[config.mk]
export PLATFORM = sky130hd
export DESIGN_NAME = afifo_rd_ctrl_flat
export DESIGN_NICKNAME = d
export VERILOG_FILES = /design/src/rtl/afifo_rd_ctrl_if.sv /design/src/rtl/afifo_rd_ctrl.sv /design/src/flat_wrapper.sv
export SDC_FILE = /design/constraint.sdc
export NUM_CORES = 1
export LEC_CHECK = 0
export CORE_MARGIN = 2
export CORE_UTILIZATION = 59
export CTS_BUF_LIST = sky130_fd_sc_hd__clkbuf_8
export DETAILED_ROUTE_END_ITERATION = 10
export GPL_TIMING_DRIVEN = 0
export PLACE_DENSITY = 0.94
export SLEW_MARGIN = 15
export SYNTH_ARGS = -nofsm -noshare
export SYNTH_HDL_FRONTEND = slang
export SYNTH_SLANG_ARGS = --single-unit
[constraint.sdc]
create_clock -name rd_clk_i -period 3.79 [get_ports rd_clk_i]
set_clock_uncertainty 0.05 [all_clocks]
set_input_delay 0.758 -clock rd_clk_i [delete_from_list [all_inputs] [get_ports rd_clk_i]]
set_output_delay 0.758 -clock rd_clk_i [all_outputs]
set_load 0.01 [all_outputs]
[src/rtl/afifo_rd_ctrl_if.sv]
// afifo_rd_ctrl_if: valid/ready output stream of the async FIFO read-side drain engine.
`default_nettype none

interface afifo_rd_ctrl_if #(
  parameter int BITWID = 8
) ();
  logic              m_vld;
  logic              m_rdy;
  logic [BITWID-1:0] m_dat;
  logic              m_last;

  modport master (output m_vld, output m_dat, output m_last, input m_rdy);
  modport slave  (input m_vld, input m_dat, input m_last, output m_rdy);
endinterface

`default_nettype wire

[src/rtl/afifo_rd_ctrl.sv]
// afifo_rd_ctrl: burst drain engine for the async FIFO read side with a 3-entry skid buffer.
// Optional idle-timeout partial drain is enabled by defining AFIFO_RD_TIMEOUT_EN.
`default_nettype none

module afifo_rd_ctrl #(
  parameter int DEEPWID = 3,
  parameter int BITWID  = 8,
  parameter int TOWID   = 8
) (
  input  wire logic               rd_clk_i,
  input  wire logic               rd_rst_i,
  output logic                    fifo_rd_o,
  input  wire logic [BITWID-1:0]  fifo_rd_dat_i,
  input  wire logic               fifo_rd_dat_vld_i,
  input  wire logic [DEEPWID:0]   fifo_rd_num_i,
  input  wire logic [DEEPWID:0]   cfg_burst_i,
  input  wire logic [TOWID-1:0]   cfg_timeout_i,
  input  wire logic               flush_i,
  output logic                    busy_o,
  afifo_rd_ctrl_if.master         m_if
);

  localparam logic [1:0] S_IDLE  = 2'd0;
  localparam logic [1:0] S_BURST = 2'd1;
  localparam logic [1:0] S_DRAIN = 2'd2;
  localparam logic [DEEPWID:0] ONE = {{DEEPWID{1'b0}}, 1'b1};

  logic [1:0]             state_q, state_d;
  logic [DEEPWID:0]       len_q, len_d;
  logic [DEEPWID:0]       bcnt_q, bcnt_d;
  logic [DEEPWID:0]       wcnt_q, wcnt_d;
  logic                   inflight_q;
  logic [1:0]             cnt_q, cnt_d;
  logic [2:0][BITWID:0]   buf_q, buf_d;

  logic [DEEPWID:0] burst_eff;
  logic [DEEPWID:0] len_part;
  logic             readable, thr, trig, to_hit, room, pop, push;
  logic [BITWID:0]  entry;

  assign burst_eff = (cfg_burst_i == '0) ? ONE : cfg_burst_i;
  assign len_part  = (fifo_rd_num_i < burst_eff) ? fifo_rd_num_i : burst_eff;
  assign readable  = (fifo_rd_num_i != '0);
  assign thr       = (fifo_rd_num_i >= burst_eff);
  assign trig      = thr | (flush_i & readable) | (to_hit & readable);

  // Outstanding words (buffered + one in the FIFO read pipe) bound the issue rate.
  assign room      = (({1'b0, cnt_q} + {2'b00, inflight_q}) < 3'd3);
  assign fifo_rd_o = (state_q == S_BURST) & readable & room;
  assign busy_o    = (state_q != S_IDLE);

  assign m_if.m_vld  = (cnt_q != 2'd0);
  assign m_if.m_dat  = buf_q[0][BITWID:1];
  assign m_if.m_last = buf_q[0][0];

  assign pop   = m_if.m_vld & m_if.m_rdy;
  assign push  = fifo_rd_dat_vld_i;
  assign entry = {fifo_rd_dat_i, ((wcnt_q + ONE) == len_q)};

`ifdef AFIFO_RD_TIMEOUT_EN
  logic [TOWID-1:0] to_cnt_q, to_cnt_d;

  assign to_hit = (to_cnt_q == cfg_timeout_i) & (cfg_timeout_i != '0);

  always_comb begin
    to_cnt_d = to_cnt_q;
    if ((state_q != S_IDLE) || trig || !readable) begin
      to_cnt_d = '0;
    end else if (!thr && (to_cnt_q != '1)) begin
      to_cnt_d = to_cnt_q + 1'b1;
    end
  end

  always_ff @(posedge rd_clk_i or posedge rd_rst_i) begin
    if (rd_rst_i) begin
      to_cnt_q <= '0;
    end else begin
      to_cnt_q <= to_cnt_d;
    end
  end
`else
  logic unused_cfg_timeout;
  assign unused_cfg_timeout = ^cfg_timeout_i;
  assign to_hit = 1'b0;
`endif

  always_comb begin
    state_d = state_q;
    len_d   = len_q;
    bcnt_d  = bcnt_q;
    wcnt_d  = push ? (wcnt_q + ONE) : wcnt_q;
    case (state_q)
      S_IDLE: begin
        if (trig) begin
          state_d = S_BURST;
          len_d   = thr ? burst_eff : len_part;
          bcnt_d  = '0;
          wcnt_d  = '0;
        end
      end
      S_BURST: begin
        if (fifo_rd_o) begin
          bcnt_d = bcnt_q + ONE;
          if ((bcnt_q + ONE) == len_q) begin
            state_d = S_DRAIN;
          end
        end
      end
      S_DRAIN: begin
        if (pop & m_if.m_last) begin
          state_d = S_IDLE;
        end
      end
      default: state_d = S_IDLE;
    endcase
  end

  // Head-aligned shift buffer; vacated slots are zeroed so m_dat reads 0 when empty.
  always_comb begin
    logic [1:0] n;
    buf_d = buf_q;
    n     = cnt_q;
    if (pop) begin
      buf_d[0] = buf_q[1];
      buf_d[1] = buf_q[2];
      buf_d[2] = '0;
      n        = cnt_q - 2'd1;
    end
    if (push) begin
      case (n)
        2'd0:    buf_d[0] = entry;
        2'd1:    buf_d[1] = entry;
        default: buf_d[2] = entry;
      endcase
    end
    cnt_d = push ? (n + 2'd1) : n;
  end

  always_ff @(posedge rd_clk_i or posedge rd_rst_i) begin
    if (rd_rst_i) begin
      state_q    <= S_IDLE;
      len_q      <= '0;
      bcnt_q     <= '0;
      wcnt_q     <= '0;
      inflight_q <= 1'b0;
      cnt_q      <= 2'd0;
      buf_q      <= '0;
    end else begin
      state_q    <= state_d;
      len_q      <= len_d;
      bcnt_q     <= bcnt_d;
      wcnt_q     <= wcnt_d;
      inflight_q <= fifo_rd_o;
      cnt_q      <= cnt_d;
      buf_q      <= buf_d;
    end
  end

`ifndef SYNTHESIS
  always_ff @(posedge rd_clk_i) begin
    if (!rd_rst_i) begin
      assert (!(push && (cnt_q == 2'd3) && !pop))
        else $error("afifo_rd_ctrl: push into full output buffer");
    end
  end
`endif

endmodule

`default_nettype wire

[src/flat_wrapper.sv]
// flat-port wrapper written by rule: the top's interface ports become plain ports
module afifo_rd_ctrl_flat 
#(
  parameter int DEEPWID = 3,
  parameter int BITWID  = 8,
  parameter int TOWID   = 8
)
  (rd_clk_i, rd_rst_i, fifo_rd_o, fifo_rd_dat_i, fifo_rd_dat_vld_i, fifo_rd_num_i, cfg_burst_i, cfg_timeout_i, flush_i, busy_o, m_if_m_vld, m_if_m_dat, m_if_m_last, m_if_m_rdy);
  afifo_rd_ctrl_if #(.BITWID(BITWID)) m_if_i ();
  input  wire logic rd_clk_i;
  input  wire logic rd_rst_i;
  output logic fifo_rd_o;
  input  wire logic [BITWID-1:0] fifo_rd_dat_i;
  input  wire logic fifo_rd_dat_vld_i;
  input  wire logic [DEEPWID:0] fifo_rd_num_i;
  input  wire logic [DEEPWID:0] cfg_burst_i;
  input  wire logic [TOWID-1:0] cfg_timeout_i;
  input  wire logic flush_i;
  output logic busy_o;
  output wire logic [$bits(m_if_i.m_vld)-1:0] m_if_m_vld;
  output wire logic [$bits(m_if_i.m_dat)-1:0] m_if_m_dat;
  output wire logic [$bits(m_if_i.m_last)-1:0] m_if_m_last;
  input wire logic [$bits(m_if_i.m_rdy)-1:0] m_if_m_rdy;
  assign m_if_m_vld = m_if_i.m_vld;
  assign m_if_m_dat = m_if_i.m_dat;
  assign m_if_m_last = m_if_i.m_last;
  assign m_if_i.m_rdy = m_if_m_rdy;
  afifo_rd_ctrl #(.DEEPWID(DEEPWID), .BITWID(BITWID), .TOWID(TOWID)) u_core (.rd_clk_i(rd_clk_i), .rd_rst_i(rd_rst_i), .fifo_rd_o(fifo_rd_o), .fifo_rd_dat_i(fifo_rd_dat_i), .fifo_rd_dat_vld_i(fifo_rd_dat_vld_i), .fifo_rd_num_i(fifo_rd_num_i), .cfg_burst_i(cfg_burst_i), .cfg_timeout_i(cfg_timeout_i), .flush_i(flush_i), .busy_o(busy_o), .m_if(m_if_i));
endmodule
==> impl_metrics.csv, run 1 <==
group,metric,value,unit
outcome,outcome,"finished clean",
logic_synthesis,area_share_of_the_largest_cell_type_after_synthesis,0.452,
drt,drtAntennaViolNets,0,
global_route,number_of_global_route_vias_before_repair,1695,
sta,worst_hold_slack,0.491,ns
logic_synthesis,netlist_instances,241,
logic_synthesis,synth.largest_area_cell,"sky130_fd_sc_hd__dfrtp_1",
final_layout,multi_input_area,1160,µm²
final_layout,fraction_of_final_layout_cells_with_drive_strength_greater_than_1,0.157,
logic_synthesis,post_synth_mux_area_share,0.123,
cts,tritoncts.num_buffers,5,
final_layout,num-fill-cells,288,
logic_synthesis,dominantRegCellSynth,"sky130_fd_sc_hd__dfrtp_1",
sta,worst-slew-pin-transition,0.458,ns
sta,finalHoldViolations,0,
logic_synthesis,ys_top_cells_by_count,"sky130_fd_sc_hd__dfrtp_1 (44), sky130_fd_sc_hd__nand2_1 (38), sky130_fd_sc_hd__o21ai_0 (29), sky130_fd_sc_hd__mux2i_1 (18), sky130_fd_sc_hd__inv_1 (13)",
sta,maxSlewHeadroom,0.694,
cts,cts.clk_slew.worst_paths,0.08,ns
logic_synthesis,xor_and_xnor_fraction_of_the_mapped_netlist_area,0.0668,
sta,clock.fmax,301,MHz
logic_synthesis,ys.warnings.count,0,
logic_synthesis,post_synthesis_net_count,281,
sta,timing.setup.tns,0,ns
placement,dp_hpwl,3.58,mm
sta,final_min_period_over_clock_period,0.878,
floorplan,boundaryPins,41,
min_path,hold_class,"reg2reg",
placement,buffer_ports.inserted,31,
worst_setup_path,startpoint_type,"input port",
global_route,grt_start_max_net_pins,26,
drt,dr.first_iter.drc_count,139,
global_route,global_route.usage.total,0.239,
cts,clock_latency,0.31,ns
logic_synthesis,dominant_combinational_cell_family_by_area_after_synthesis,"simple AND/OR/NAND/NOR gates",
floorplan,die_width,68.2,µm
final_layout,regArea,1100,µm²
drt,routedWlPerCell,14.9,µm
floorplan,chipHeight,68.2,µm
logic_synthesis,synth_simple_gate_area_share,0.128,
logic_synthesis,post_synth_num_cell_types,34,
cts,clkSinkCount,44,
final_layout,layout-area-overhead-vs-synth,20.2,%
sta,maxSlewViolCount,0,
floorplan,initial_utilization,0.609,
logic_synthesis,post_synthesis_sequential_element_count,44,
power_and_ir_drop,power.ir.vdd_worst,0.428,mV
power_and_ir_drop,leakagePower,1.39,nW
cts,cts-htree-levels,2,
logic_synthesis,synth-compound-area-share,0.101,
worst_setup_path,timing.critical_path.required,2.98,ns
final_layout,insertedDiodeCount,0,
cts,clock_tree_from_tritoncts,"built",
global_route,overflow,0,
cts,cts-hold-fix-buffers,0,
logic_synthesis,synth_fa_ha_area_frac,0.0565,
drt,detailed_routing_iteration_count_for_the_pre_antenna_repair_pass,4,
drt,via_count,1786,
drt,wl,4.92,mm
drt,drc,0,
floorplan,dieArea,4660,µm²
floorplan,core_region_area,4000,µm²
logic_synthesis,synth.avg_cell_area,10.1,µm²
logic_synthesis,synth_area_leaders,"sky130_fd_sc_hd__dfrtp_1 (45%), sky130_fd_sc_hd__mux2i_1 (7.4%), sky130_fd_sc_hd__o21ai_0 (6.0%)",
global_route,grt_pass1_wl,8.05,mm
cts,post_cts_resized,0,
cts,postCtsSetupBuffers,0,
logic_synthesis,synth_edf_count,0,
logic_synthesis,yosysSeqAreaShare,0.452,
flow_run,drv.max_cap_violation_count,0,
worst_setup_path,timing.setup.critical_path_class,"in2out",
worst_setup_path,critPathSlowestCell,"sky130_fd_sc_hd__clkdlybuf4s50_1",
worst_setup_path,worst_path_largest_cell_delay,0.56,ns
logic_synthesis,postSynth.asyncResetShare,1.00,
drt,via_per_inst,5.40,
final_layout,nNetsFinal,320,
worst_setup_path,worstSetupEndpointType,"output pin",
cts,root_buffer,"sky130_fd_sc_hd__clkbuf_8",
cts,cts_max_path_buffers,2,
logic_synthesis,synthesis.area,2430,µm²
placement,globalplace.congestion,0.780,
logic_synthesis,synthMostInstantiatedCell,"sky130_fd_sc_hd__dfrtp_1",
sta,timing.final.setup_violations,0,
global_route,grt_antenna_before_repair,0,
worst_setup_path,critical_path.max_fanout,9,
sta,finalWorstPathRequiredPeriod,3.33,ns
sta,grt_setup_unrepaired,"no",
worst_setup_path,timing.critical_path.cells,"clkdlybuf4s50_1 -> nor4_4 -> a2111o_1 -> inv_2 -> clkdlybuf4s50_1",
floorplan,core.rowCount,23,
worst_setup_path,cp_data_arrival_time,2.52,ns
power_and_ir_drop,power_density,801,nW/µm²
worst_setup_path,critical-path-top-cell-by-count,"sky130_fd_sc_hd__clkdlybuf4s50_1",
[metal layers]
layer / track usage / part of all wire / wire, µm / vias up
met4: 0.0825 / 0.017 / 86 / 0
met5: 0 / 0 / 0 / -
met1: 0.311 / 0.46 / 2270 / 871
li1: - / - / - / 883
met3: 0.0444 / 0.023 / 112 / 8
met2: 0.400 / 0.50 / 2450 / 24
[path summary, 6_finish.rpt]
check,slack (ns),start,to,cells past startpoint
max,0.46,fifo_rd_num_i[1],fifo_rd_o,5
max reg2reg,0.90,u_core.cnt_q[0],u_core.m_if.m_dat[6],12
min in group asynchronous,0.73,rd_rst_i,u_core.m_if.m_dat[3],2
min,0.49,u_core.buf_q[18],u_core.buf_q[18],2
min reg2reg,0.49,u_core.buf_q[18],u_core.buf_q[18],2
max in group asynchronous,2.49,rd_rst_i,u_core.m_if.m_dat[7],3
[critical path: cells and delay by family]
kind | cells | cell delay [ns]
buffers and inverters | 3 | 1.27
AO/OA/AOI/OAI | 1 | 0.41
AND/OR/NAND/NOR | 1 | 0.08
[cells by family (layout without fill, tap and decap cells)]
| group | Yosys count | count (layout) |
|---|---|---|
| AO/OA/AOI/OAI | 42 | 42 |
| XOR/XNOR | 17 | 17 |
| adder cells (fa/ha/maj) | 11 | 11 |
| buffers and inverters | 33 | 73 |
| flip-flops | 44 | 44 |
| multiplexers | 28 | 28 |
| AND/OR/NAND/NOR | 66 | 66 |
[state kept, by name, summed over array words and instances, names as in the netlist]
signal	cells
u_core.m_if.m_last	1
u_core.inflight_q	1
u_core.cnt_q	2
u_core.bcnt_q	4
u_core.len_q	4
u_core.buf_q	18
u_core.m_if.m_dat	8
u_core.wcnt_q	4
u_core.state_q	2
[cells in the final DEF, fill, tap and decap left out, types with 5 or more instances in the layout]
cell                              synthesis  layout
sky130_fd_sc_hd__o21ai_0                 29      29
sky130_fd_sc_hd__clkbuf_8                 0       6
sky130_fd_sc_hd__nor2_1                  11      11
sky130_fd_sc_hd__buf_2                    5       5
sky130_fd_sc_hd__ha_1                    11      11
sky130_fd_sc_hd__nand2_1                 38      38
sky130_fd_sc_hd__a21oi_1                  5       5
sky130_fd_sc_hd__inv_1                   13      12
sky130_fd_sc_hd__xor2_1                   6       6
sky130_fd_sc_hd__dfrtp_1                 44      44
sky130_fd_sc_hd__xnor2_1                 10      10
sky130_fd_sc_hd__mux2i_1                 18      18
sky130_fd_sc_hd__clkdlybuf4s50_1          0      31
sky130_fd_sc_hd__buf_4                   10      10
sky130_fd_sc_hd__mux2_2                   8       8
[power breakdown]
part	internal [mW]	leakage (nW)	switching, mW
logic	0.607	0.778	0.599
registers	0.679	0.558	0.155
clock network	0.146	0.0510	0.160
total	1.43	1.39	0.913
[cell type report]
cell class / instances / area share
plain buffers: 19 / 0.0419
repair buffers: 32 / 0.115
inverters: 14 / 0.0179
well taps: 50 / 0.0214
multi-input cells: 164 / 0.396
flip-flops and latches: 44 / 0.376
clock inverters: 2 / 0.00342
clock buffers: 6 / 0.0282
[through the flow]
step	cells	utilization	instance area [µm²]	power [mW]	setup slack, ns
final	331	0.732	2930	2.34	0.464
after global routing	331	0.732	2930	2.52	0.411
after CTS	331	0.732	2930	2.35	0.467
after detailed placement	323	0.709	2840	2.03	0.410
after global placement	322	0.702	2810	1.95	0.464
after floorplan	241	-	2430	1.65	1.38
(Power assumes the default switching activity.)
==> run 2, diff against run 1 <==
--- a/config.mk
+++ b/config.mk
@@ -8,6 +8,7 @@
 export CORE_MARGIN = 2
 export CORE_UTILIZATION = 59
 export CTS_BUF_LIST = sky130_fd_sc_hd__clkbuf_8
+export CTS_CLUSTER_DIAMETER = 50
 export DETAILED_ROUTE_END_ITERATION = 10
 export GPL_TIMING_DRIVEN = 0
 export PLACE_DENSITY = 0.94
==> results of run 2 <==
No change in the layout: final DEF, timing and power equal those of run 1.
